File: config.mk
export PLATFORM = sky130hd
export DESIGN_NAME = multicycle_control_fsm
export DESIGN_NICKNAME = d
export VERILOG_FILES = /design/src/rtl/mc_ctrl_pkg.sv /design/src/rtl/mc_ctrl_decode.sv /design/src/rtl/multicycle_control_fsm.sv
export SDC_FILE = /design/constraint.sdc
export NUM_CORES = 1
export LEC_CHECK = 0
export CORE_MARGIN = 3
export CORE_UTILIZATION = 32
export CTS_BUF_LIST = sky130_fd_sc_hd__clkbuf_8
export DETAILED_ROUTE_END_ITERATION = 8
export PLACE_DENSITY_LB_ADDON = 0.12
export SLEW_MARGIN = 10
export SYNTH_ARGS = -nofsm -noshare
export SYNTH_HDL_FRONTEND = slang
export SYNTH_HIERARCHICAL = 1
export SYNTH_SLANG_ARGS = --single-unit
export TNS_END_PERCENT = 50
File: constraint.sdc
create_clock -name clock -period 2.7 [get_ports clock]
set_clock_uncertainty 0.05 [all_clocks]
set_input_delay 0.405 -clock clock [delete_from_list [all_inputs] [get_ports clock]]
set_output_delay 0.405 -clock clock [all_outputs]
set_load 0.01 [all_outputs]
File: src/rtl/mc_ctrl_pkg.sv
`default_nettype none
// ============================================================================
//  Module   : mc_ctrl_pkg
//  Purpose  : Shared definitions for the multicycle control sequencer.
//             Provides the state encoding, opcode/funct values, ALUControl
//             encodings and the datapath mux-select constants.
//  Ports    : none (package)
//  Revision : 1.0 - initial release
// ============================================================================
package mc_ctrl_pkg;

  typedef enum logic [4:0] {
    S_START    = 5'd0,
    S_FETCH    = 5'd1,
    S_DECODE   = 5'd2,
    S_EXEC_R   = 5'd3,
    S_R_WB     = 5'd4,
    S_EXEC_I   = 5'd5,
    S_I_WB     = 5'd6,
    S_MEMADR   = 5'd7,
    S_MEMRD    = 5'd8,
    S_MEMWB    = 5'd9,
    S_MEMWR    = 5'd10,
    S_BR_CMP   = 5'd11,
    S_BR_TGT   = 5'd12,
    S_JUMP     = 5'd13,
    S_JR       = 5'd14,
    S_JAL_LINK = 5'd15,
    S_ILLEGAL  = 5'd16
  } state_e;

  // Opcodes (instr[31:26])
  localparam logic [5:0] C_OP_RTYPE = 6'b000000;
  localparam logic [5:0] C_OP_LW    = 6'b100011;
  localparam logic [5:0] C_OP_SW    = 6'b101011;
  localparam logic [5:0] C_OP_NORI  = 6'b001110;
  localparam logic [5:0] C_OP_BLEU  = 6'b000100;
  localparam logic [5:0] C_OP_J     = 6'b000010;
  localparam logic [5:0] C_OP_JAL   = 6'b000011;

  // R-type funct codes (instr[5:0])
  localparam logic [5:0] C_FN_ADD  = 6'b100000;
  localparam logic [5:0] C_FN_AND  = 6'b100100;
  localparam logic [5:0] C_FN_NOR  = 6'b100111;
  localparam logic [5:0] C_FN_NOT  = 6'b100101;
  localparam logic [5:0] C_FN_ROLV = 6'b000100;
  localparam logic [5:0] C_FN_RORV = 6'b000110;
  localparam logic [5:0] C_FN_JR   = 6'b001000;

  // ALUControl encodings
  localparam logic [4:0] C_ALU_ADD   = 5'b00000;
  localparam logic [4:0] C_ALU_AND   = 5'b00001;
  localparam logic [4:0] C_ALU_NOR   = 5'b00010;
  localparam logic [4:0] C_ALU_NOT   = 5'b00011;
  localparam logic [4:0] C_ALU_NORI  = 5'b00100;
  localparam logic [4:0] C_ALU_ROLV  = 5'b00101;
  localparam logic [4:0] C_ALU_RORV  = 5'b00110;
  localparam logic [4:0] C_ALU_BLEU  = 5'b00111;
  localparam logic [4:0] C_ALU_PASSA = 5'b01000;

  // ALUSrcB selects
  localparam logic [1:0] C_SRCB_RD2     = 2'b00;
  localparam logic [1:0] C_SRCB_FOUR    = 2'b01;
  localparam logic [1:0] C_SRCB_IMM     = 2'b10;
  localparam logic [1:0] C_SRCB_IMM_SH2 = 2'b11;

  // PCSrc selects
  localparam logic [1:0] C_PCSRC_ALU  = 2'b00;
  localparam logic [1:0] C_PCSRC_JUMP = 2'b10;

  // Registered control word; 'fetch' marks the FETCH state so the
  // memory-ready gated enables can be formed at the output.
  typedef struct packed {
    logic       pc_write;
    logic       iord;
    logic       alu_src_a;
    logic [1:0] alu_src_b;
    logic [1:0] pc_src;
    logic       jump_reg;
    logic       jump;
    logic       reg_dst;
    logic       mem_to_reg;
    logic       reg_write;
    logic       mem_write;
    logic [4:0] alu_ctrl;
    logic       illegal;
    logic       fetch;
  } ctrl_t;

endpackage
`default_nettype wire

File: src/rtl/mc_ctrl_decode.sv
`default_nettype none
// ============================================================================
//  Module   : mc_ctrl_decode
//  Purpose  : Combinational instruction dispatch. Maps opcode/funct to the
//             state that follows DECODE, the ALU operation for the execute
//             phase, and whether a memory op is a store. Undefined
//             opcode/funct combinations dispatch to ILLEGAL.
//  Ports    : opcode_i     - instr[31:26]
//             funct_i      - instr[5:0]
//             next_state_o - dispatch target
//             alu_op_o     - ALUControl for the execute phase
//             is_store_o   - 1 for sw, 0 otherwise
//  Revision : 1.0 - initial release
// ============================================================================
module mc_ctrl_decode
  import mc_ctrl_pkg::*;
(
  input  logic [5:0] opcode_i,
  input  logic [5:0] funct_i,
  output state_e     next_state_o,
  output logic [4:0] alu_op_o,
  output logic       is_store_o
);

  always_comb begin
    next_state_o = S_ILLEGAL;
    alu_op_o     = C_ALU_ADD;
    is_store_o   = 1'b0;
    case (opcode_i)
      C_OP_RTYPE: begin
        next_state_o = S_EXEC_R;
        case (funct_i)
          C_FN_ADD:  alu_op_o = C_ALU_ADD;
          C_FN_AND:  alu_op_o = C_ALU_AND;
          C_FN_NOR:  alu_op_o = C_ALU_NOR;
          C_FN_NOT:  alu_op_o = C_ALU_NOT;
          C_FN_ROLV: alu_op_o = C_ALU_ROLV;
          C_FN_RORV: alu_op_o = C_ALU_RORV;
          C_FN_JR:   next_state_o = S_JR;
          default:   next_state_o = S_ILLEGAL;
        endcase
      end
      C_OP_LW:   next_state_o = S_MEMADR;
      C_OP_SW: begin
        next_state_o = S_MEMADR;
        is_store_o   = 1'b1;
      end
      C_OP_NORI: begin
        next_state_o = S_EXEC_I;
        alu_op_o     = C_ALU_NORI;
      end
      C_OP_BLEU: begin
        next_state_o = S_BR_CMP;
        alu_op_o     = C_ALU_BLEU;
      end
      C_OP_J:    next_state_o = S_JUMP;
      C_OP_JAL: begin
        next_state_o = S_JAL_LINK;
        alu_op_o     = C_ALU_PASSA;
      end
      default:   next_state_o = S_ILLEGAL;
    endcase
  end

endmodule
`default_nettype wire

File: src/rtl/multicycle_control_fsm.sv
`default_nettype none
// ============================================================================
//  Module   : multicycle_control_fsm
//  Purpose  : Moore sequencer for the multicycle single-memory datapath.
//             Steps fetch/decode/execute/memory/writeback and drives all
//             datapath selects and write enables from registered state.
//  Ports    : clock, reset_n           - clock / async active-low reset
//             instr                    - IR contents
//             mem_ready                - memory access completed this cycle
//             branch_cond              - ALU compare result (BR_CMP only)
//             PCWrite..ALUControl      - datapath controls
//             illegal                  - one-cycle undefined-instr pulse
//             retired                  - completed-instruction counter
//  Revision : 1.0 - initial release
// ============================================================================
module multicycle_control_fsm
  import mc_ctrl_pkg::*;
#(
  parameter int RETIRE_W = 32
) (
  input  logic                clock,
  input  logic                reset_n,
  input  logic [31:0]         instr,
  input  logic                mem_ready,
  input  logic                branch_cond,
  output logic                PCWrite,
  output logic                IorD,
  output logic                IRWrite,
  output logic                ALUSrcA,
  output logic [1:0]          ALUSrcB,
  output logic [1:0]          PCSrc,
  output logic                jumpReg,
  output logic                jump,
  output logic                regDst,
  output logic                memToReg,
  output logic                regWriteEnable,
  output logic                memWrite,
  output logic [4:0]          ALUControl,
  output logic                illegal,
  output logic [RETIRE_W-1:0] retired
);

  state_e              state_q, state_d;
  ctrl_t               ctrl_q;
  logic [4:0]          rop_q;      // ALU op latched at DECODE for R-type
  logic                store_q;    // sw vs lw, latched at DECODE
  logic [RETIRE_W-1:0] retired_q;

  state_e              dec_next;
  logic [4:0]          dec_alu;
  logic                dec_store;
  logic [4:0]          alu_r;
  logic                retire;
  logic                unused_instr_bits;

  assign unused_instr_bits = ^instr[25:6];

  mc_ctrl_decode u_decode (
    .opcode_i     (instr[31:26]),
    .funct_i      (instr[5:0]),
    .next_state_o (dec_next),
    .alu_op_o     (dec_alu),
    .is_store_o   (dec_store)
  );

  // Control word for a given state. The BR_TGT PCWrite bit is loaded from
  // branch_cond while leaving BR_CMP, so the register holds the taken flag.
  function automatic ctrl_t ctrl_for(state_e s, logic [4:0] rop, logic taken);
    ctrl_t c;
    c = '0;
    case (s)
      S_FETCH: begin
        c.fetch = 1'b1; c.alu_src_b = C_SRCB_FOUR; c.alu_ctrl = C_ALU_ADD;
      end
      S_EXEC_R, S_R_WB: begin
        c.alu_src_a = 1'b1; c.alu_src_b = C_SRCB_RD2; c.alu_ctrl = rop;
        c.reg_dst   = (s == S_R_WB);
        c.reg_write = (s == S_R_WB);
      end
      S_EXEC_I, S_I_WB: begin
        c.alu_src_a = 1'b1; c.alu_src_b = C_SRCB_IMM; c.alu_ctrl = C_ALU_NORI;
        c.reg_write = (s == S_I_WB);
      end
      S_MEMADR, S_MEMRD, S_MEMWB, S_MEMWR: begin
        c.alu_src_a  = 1'b1; c.alu_src_b = C_SRCB_IMM; c.alu_ctrl = C_ALU_ADD;
        c.iord       = (s != S_MEMADR);
        c.mem_to_reg = (s == S_MEMWB);
        c.reg_write  = (s == S_MEMWB);
        c.mem_write  = (s == S_MEMWR);
      end
      S_BR_CMP: begin
        c.alu_src_a = 1'b1; c.alu_src_b = C_SRCB_RD2; c.alu_ctrl = C_ALU_BLEU;
      end
      S_BR_TGT: begin
        c.alu_src_b = C_SRCB_IMM_SH2; c.alu_ctrl = C_ALU_ADD;
        c.pc_src    = C_PCSRC_ALU;    c.pc_write = taken;
      end
      S_JUMP, S_JR: begin
        c.pc_src   = C_PCSRC_JUMP; c.pc_write = 1'b1;
        c.jump_reg = (s == S_JR);
      end
      S_JAL_LINK: begin
        c.alu_ctrl = C_ALU_PASSA; c.jump = 1'b1; c.reg_write = 1'b1;
      end
      S_ILLEGAL: c.illegal = 1'b1;
      default:   c = '0;
    endcase
    return c;
  endfunction

  always_comb begin
    state_d = state_q;
    case (state_q)
      S_START:    state_d = S_FETCH;
      S_FETCH:    state_d = mem_ready ? S_DECODE : S_FETCH;
      S_DECODE:   state_d = dec_next;
      S_EXEC_R:   state_d = S_R_WB;
      S_EXEC_I:   state_d = S_I_WB;
      S_MEMADR:   state_d = store_q ? S_MEMWR : S_MEMRD;
      S_MEMRD:    state_d = mem_ready ? S_MEMWB : S_MEMRD;
      S_MEMWR:    state_d = mem_ready ? S_FETCH : S_MEMWR;
      S_BR_CMP:   state_d = S_BR_TGT;
      S_JAL_LINK: state_d = S_JUMP;
      S_R_WB, S_I_WB, S_MEMWB, S_BR_TGT, S_JUMP, S_JR, S_ILLEGAL:
                  state_d = S_FETCH;
      default:    state_d = S_START;
    endcase
  end

  // R-type ops use the freshly decoded funct on entry and the latched copy after.
  assign alu_r  = (state_q == S_DECODE) ? dec_alu : rop_q;
  assign retire = (state_d == S_FETCH) &&
                  !(state_q inside {S_START, S_ILLEGAL, S_FETCH});

  always_ff @(posedge clock or negedge reset_n) begin
    if (!reset_n) begin
      state_q   <= S_START;
      ctrl_q    <= '0;
      rop_q     <= C_ALU_ADD;
      store_q   <= 1'b0;
      retired_q <= '0;
    end else begin
      state_q <= state_d;
      ctrl_q  <= ctrl_for(state_d, alu_r, branch_cond);
      if (state_q == S_DECODE) begin
        rop_q   <= dec_alu;
        store_q <= dec_store;
      end
      if (retire) retired_q <= retired_q + 1'b1;
    end
  end

  // PC/IR loads in FETCH must coincide with the cycle memory completes.
  assign PCWrite        = ctrl_q.pc_write | (ctrl_q.fetch & mem_ready);
  assign IRWrite        = ctrl_q.fetch & mem_ready;
  assign IorD           = ctrl_q.iord;
  assign ALUSrcA        = ctrl_q.alu_src_a;
  assign ALUSrcB        = ctrl_q.alu_src_b;
  assign PCSrc          = ctrl_q.pc_src;
  assign jumpReg        = ctrl_q.jump_reg;
  assign jump           = ctrl_q.jump;
  assign regDst         = ctrl_q.reg_dst;
  assign memToReg       = ctrl_q.mem_to_reg;
  assign regWriteEnable = ctrl_q.reg_write;
  assign memWrite       = ctrl_q.mem_write;
  assign ALUControl     = ctrl_q.alu_ctrl;
  assign illegal        = ctrl_q.illegal;
  assign retired        = retired_q;

endmodule
`default_nettype wire

==> load_flow_metrics.sql <==
INSERT INTO impl_metrics (metric_group, metric, value, unit) VALUES
('route', 'initial_drc_count', '103', ''),
('synth', 'ys.warnings.count', '6', ''),
('cells_and_area', 'largest_register_ffs', '32', ''),
('synth', 'ys_seq_elements', '62', ''),
('global_routing', 'grt_pass1_wl', '15770', 'um'),
('worst_setup_path', 'timing.setup.critical_path_class', 'primary input to register', ''),
('placement', 'placed_cell_area', '4638', 'um2'),
('sta', 'holdWs', '-0.005392', 'ns'),
('clock_network', 'clk_pin_slew_worst_paths', '0.07', 'ns'),
('die', 'start_util', '33.29', '%'),
('sta', 'fin_crit_sh', '109.5', '%'),
('global_routing', 'grt_max_degree', '26', ''),
('clock_network', 'cts_buffer_depth', '2', ''),
('sta', 'worst_slack', '-0.2569', 'ns'),
('global_routing', 'antenna_found_initial', '0', ''),
('die', 'fp.coreArea', '10420', 'um2'),
('cells_and_area', 'fin_util', '53.59', '%'),
('synth', 'syn-mean-instance-area', '9.345', 'um2'),
('synth', 'synthesis.instances', '371', ''),
('status', 'status', 'finished with violations', ''),
('clock_network', 'count_of_clock_tree_sinks', '62', ''),
('status', 'violated_checks', 'negative hold slack, negative setup slack', ''),
('worst_setup_path', 'regToRegSetupSlack', '0.17', 'ns'),
('die', 'ios', '88', ''),
('route', 'detailroute.via_count', '3220', ''),
('sta', 'tightestPinTransition', '0.6046', 'ns'),
('placement', 'place.port_buffers', '66', ''),
('worst_setup_path', 'endpoint_kind', 'register', ''),
('worst_setup_path', 'crit_required', '2.91', 'ns'),
('route', 'detail_route.drc_violations', '0', ''),
('worst_setup_path', 'r2r_cells', '9', ''),
('route', 'drt-pass1-iter-count', '4', ''),
('route', 'post_drt_wl_per_cell', '14.41', 'um'),
('clock_network', 'tritoncts', 'yes', ''),
('synth', 'cell_area_after_synthesis', '3467', 'um2'),
('sta', 'final.setup.tns', '-2.583', 'ns'),
('route', 'routed_via_density', '4.946', ''),
('synth', 'synth_seq_area_share', '44.75', '%'),
('cells_and_area', 'stdcell_area', '5582', 'um2'),
('clock_network', 'cts-hold-fix-buffers', '0', ''),
('clock_network', 'h-tree-depth', '3', ''),
('sta', 'slew_headroom', '59.45', '%'),
('cells_and_area', 'finalNetCount', '548', ''),
('route', 'drtAntennaViolNets', '0', ''),
('worst_setup_path', 'worst_r2r_startpoint', 'state_q[3]$_DFF_PN0_', ''),
('sta', 'timing.final.hold_violations', '8', ''),
('worst_setup_path', 'timing.critical_path.from_type', 'primary input', ''),
('worst_hold_path', 'hold_class', 'primary input to async pin', ''),
('route', 'wirelength', '9384', 'um'),
('clock_network', 'numCtsBuffers', '9', ''),
('clock_network', 'clock_insertion_delay_worst_skew', '0.34', 'ns'),
('die', 'die-area', '12120', 'um2'),
('sta', 'max_freq', '0.3382', 'GHz'),
('die', 'dieHeight', '110.1', 'um'),
('sta', 'setup_viol', '25', ''),
('synth', 'ys.flop_type', 'sky130_fd_sc_hd__dfrtp_1', ''),
('global_routing', 'first_global_vias', '3232', ''),
('placement', 'gp_congestion', '0.8336', ''),
('sta', 'rsz0062_at_grt', 'yes', ''),
('global_routing', 'grt.total_usage', '16.39', '%'),
('cells_and_area', 'n_fill_cell', '935', ''),
('cells_and_area', 'final_layout_size_suffix_gt1_share', '36.12', '%'),
('sta', 'fin_crit', '2.957', 'ns'),
('die', 'fp-row-count', '37', ''),
('global_routing', 'globalRoute.totalOverflow', '0', ''),
('clock_network', 'clock_root_cell', 'sky130_fd_sc_hd__clkbuf_8', ''),
('synth', 'synth_edf_count', '0', ''),
('placement', 'hpwl', '6458', 'um'),
('cells_and_area', 'diode_count', '0', ''),
('power_and_ir_drop', 'cellPowerDensity', '844.8', 'nW/um2'),
('placement', 'place_worst_setup_slack', '-0.9185', 'ns');
==> logic make-up (layout without fill, tap and decap cells) <==
| group | Yosys count | count (layout) | share of synthesized area [%] |
|---|---|---|---|
| other | 2 | 2 | 0.2166 |
| adder cells (fa/ha/maj) | 1 | 1 | 0.3608 |
| buffers and inverters | 44 | 188 | 6.965 |
| multiplexers | 6 | 6 | 1.804 |
| AND/OR/NAND/NOR | 175 | 175 | 28.51 |
| XOR/XNOR | 32 | 32 | 8.084 |
| AO/OA/AOI/OAI | 49 | 49 | 9.311 |
| flip-flops | 62 | 62 | 44.75 |
==> repair_timing <==
action                                  4_1_cts  5_1_grt
gates resized for setup                      90       58
gates cloned                                  3        0
setup buffers                                10       13
pin swaps                                    28       32
hold endpoints to repair                      0        0
endpoints found under the setup margin       51       49
==> cell usage after synthesis (all sizes together) (4+ instances only) <==
cell / n / area (um2)
a21oi: 13 / 65.06
and3: 6 / 37.54
buf: 23 / 162.7
clkbuf: 6 / 22.52
dfrtp: 62 / 1551
inv: 14 / 52.55
mux2i: 4 / 40.04
nand2: 39 / 146.4
nand2b: 8 / 50.05
nand3: 16 / 80.08
nand3b: 5 / 37.54
nand4: 8 / 50.05
nor2: 26 / 97.59
nor3: 27 / 170.2
nor3b: 4 / 30.03
nor4: 11 / 96.34
o211ai: 4 / 30.03
o21ai: 8 / 40.04
or3: 4 / 25.02
xor2: 29 / 254.0
==> stage by stage <==
step | power, mW | std cells | hold slack, ns
detailed placement | 3.043 | 610 | 0.3686
global placement | 3.037 | 610 | 0.3635
finish | 4.715 | 651 | -0.005392
global route | 5.020 | 651 | 0.02354
CTS | 4.426 | 638 | 0.005033
floorplan | 2.145 | 371 | 0.05941
==> worst max-delay path by stage <==
stage	startpoint	endpoint	slack, ns
4_1_cts	instr[30]	retired[28]$_DFFE_PN0P_	-0.22
3_5_place_dp	instr[29]	retired[28]$_DFFE_PN0P_	-0.92
5_1_grt	instr[30]	retired[14]$_DFFE_PN0P_	-0.41
6_report	instr[30]	retired[14]$_DFFE_PN0P_	-0.26
3_3_place_gp	instr[28]	retired[24]$_DFFE_PN0P_	-0.87
2_1_floorplan	instr[29]	retired[26]$_DFFE_PN0P_	-0.49
==> critical path, stage by stage <==
cell and delay, ns:
sky130_fd_sc_hd__buf_6 0.09, sky130_fd_sc_hd__or4_4 0.54, sky130_fd_sc_hd__nor4_4 0.17, sky130_fd_sc_hd__o211ai_1 0.16
sky130_fd_sc_hd__nor2b_2 0.19, sky130_fd_sc_hd__nor3b_2 0.15, sky130_fd_sc_hd__o21a_1 0.18, sky130_fd_sc_hd__or4_4 0.42
sky130_fd_sc_hd__or2_4 0.29, sky130_fd_sc_hd__buf_6 0.14, sky130_fd_sc_hd__buf_16 0.13, sky130_fd_sc_hd__nor3_4 0.11
sky130_fd_sc_hd__xor2_1 0.17
==> power breakdown <==
group / switching (mW) / leakage [nW] / internal [mW]
Combinational: 1.33 / 1.73 / 1.32
Sequential: 0.139 / 0.837 / 1.07
Clock: 0.355 / 0.104 / 0.495
==> area by class of cell <==
| type | instances | area, um2 | share of cell area (%) |
|---|---|---|---|
| multi-input combinational | 265 | 2126 | 38.09 |
| sequential | 62 | 1551 | 27.80 |
| timing repair buffer | 158 | 1470 | 26.34 |
| tap | 136 | 170.2 | 3.049 |
| clock buffer | 12 | 165.2 | 2.959 |
| inverter | 15 | 56.30 | 1.009 |
| clock inverter | 3 | 42.54 | 0.7622 |
==> layer usage <==
metal	vias to the layer above	part of all wire (%)	global-route usage [%]
li1	1575	-	-
met1	1563	45	21.48
met2	68	49	26.73
met3	14	4.0	4.193
met4	0	1.6	4.837
met5	-	0	0
No activity file was read; power rests on OpenSTA's default activity.
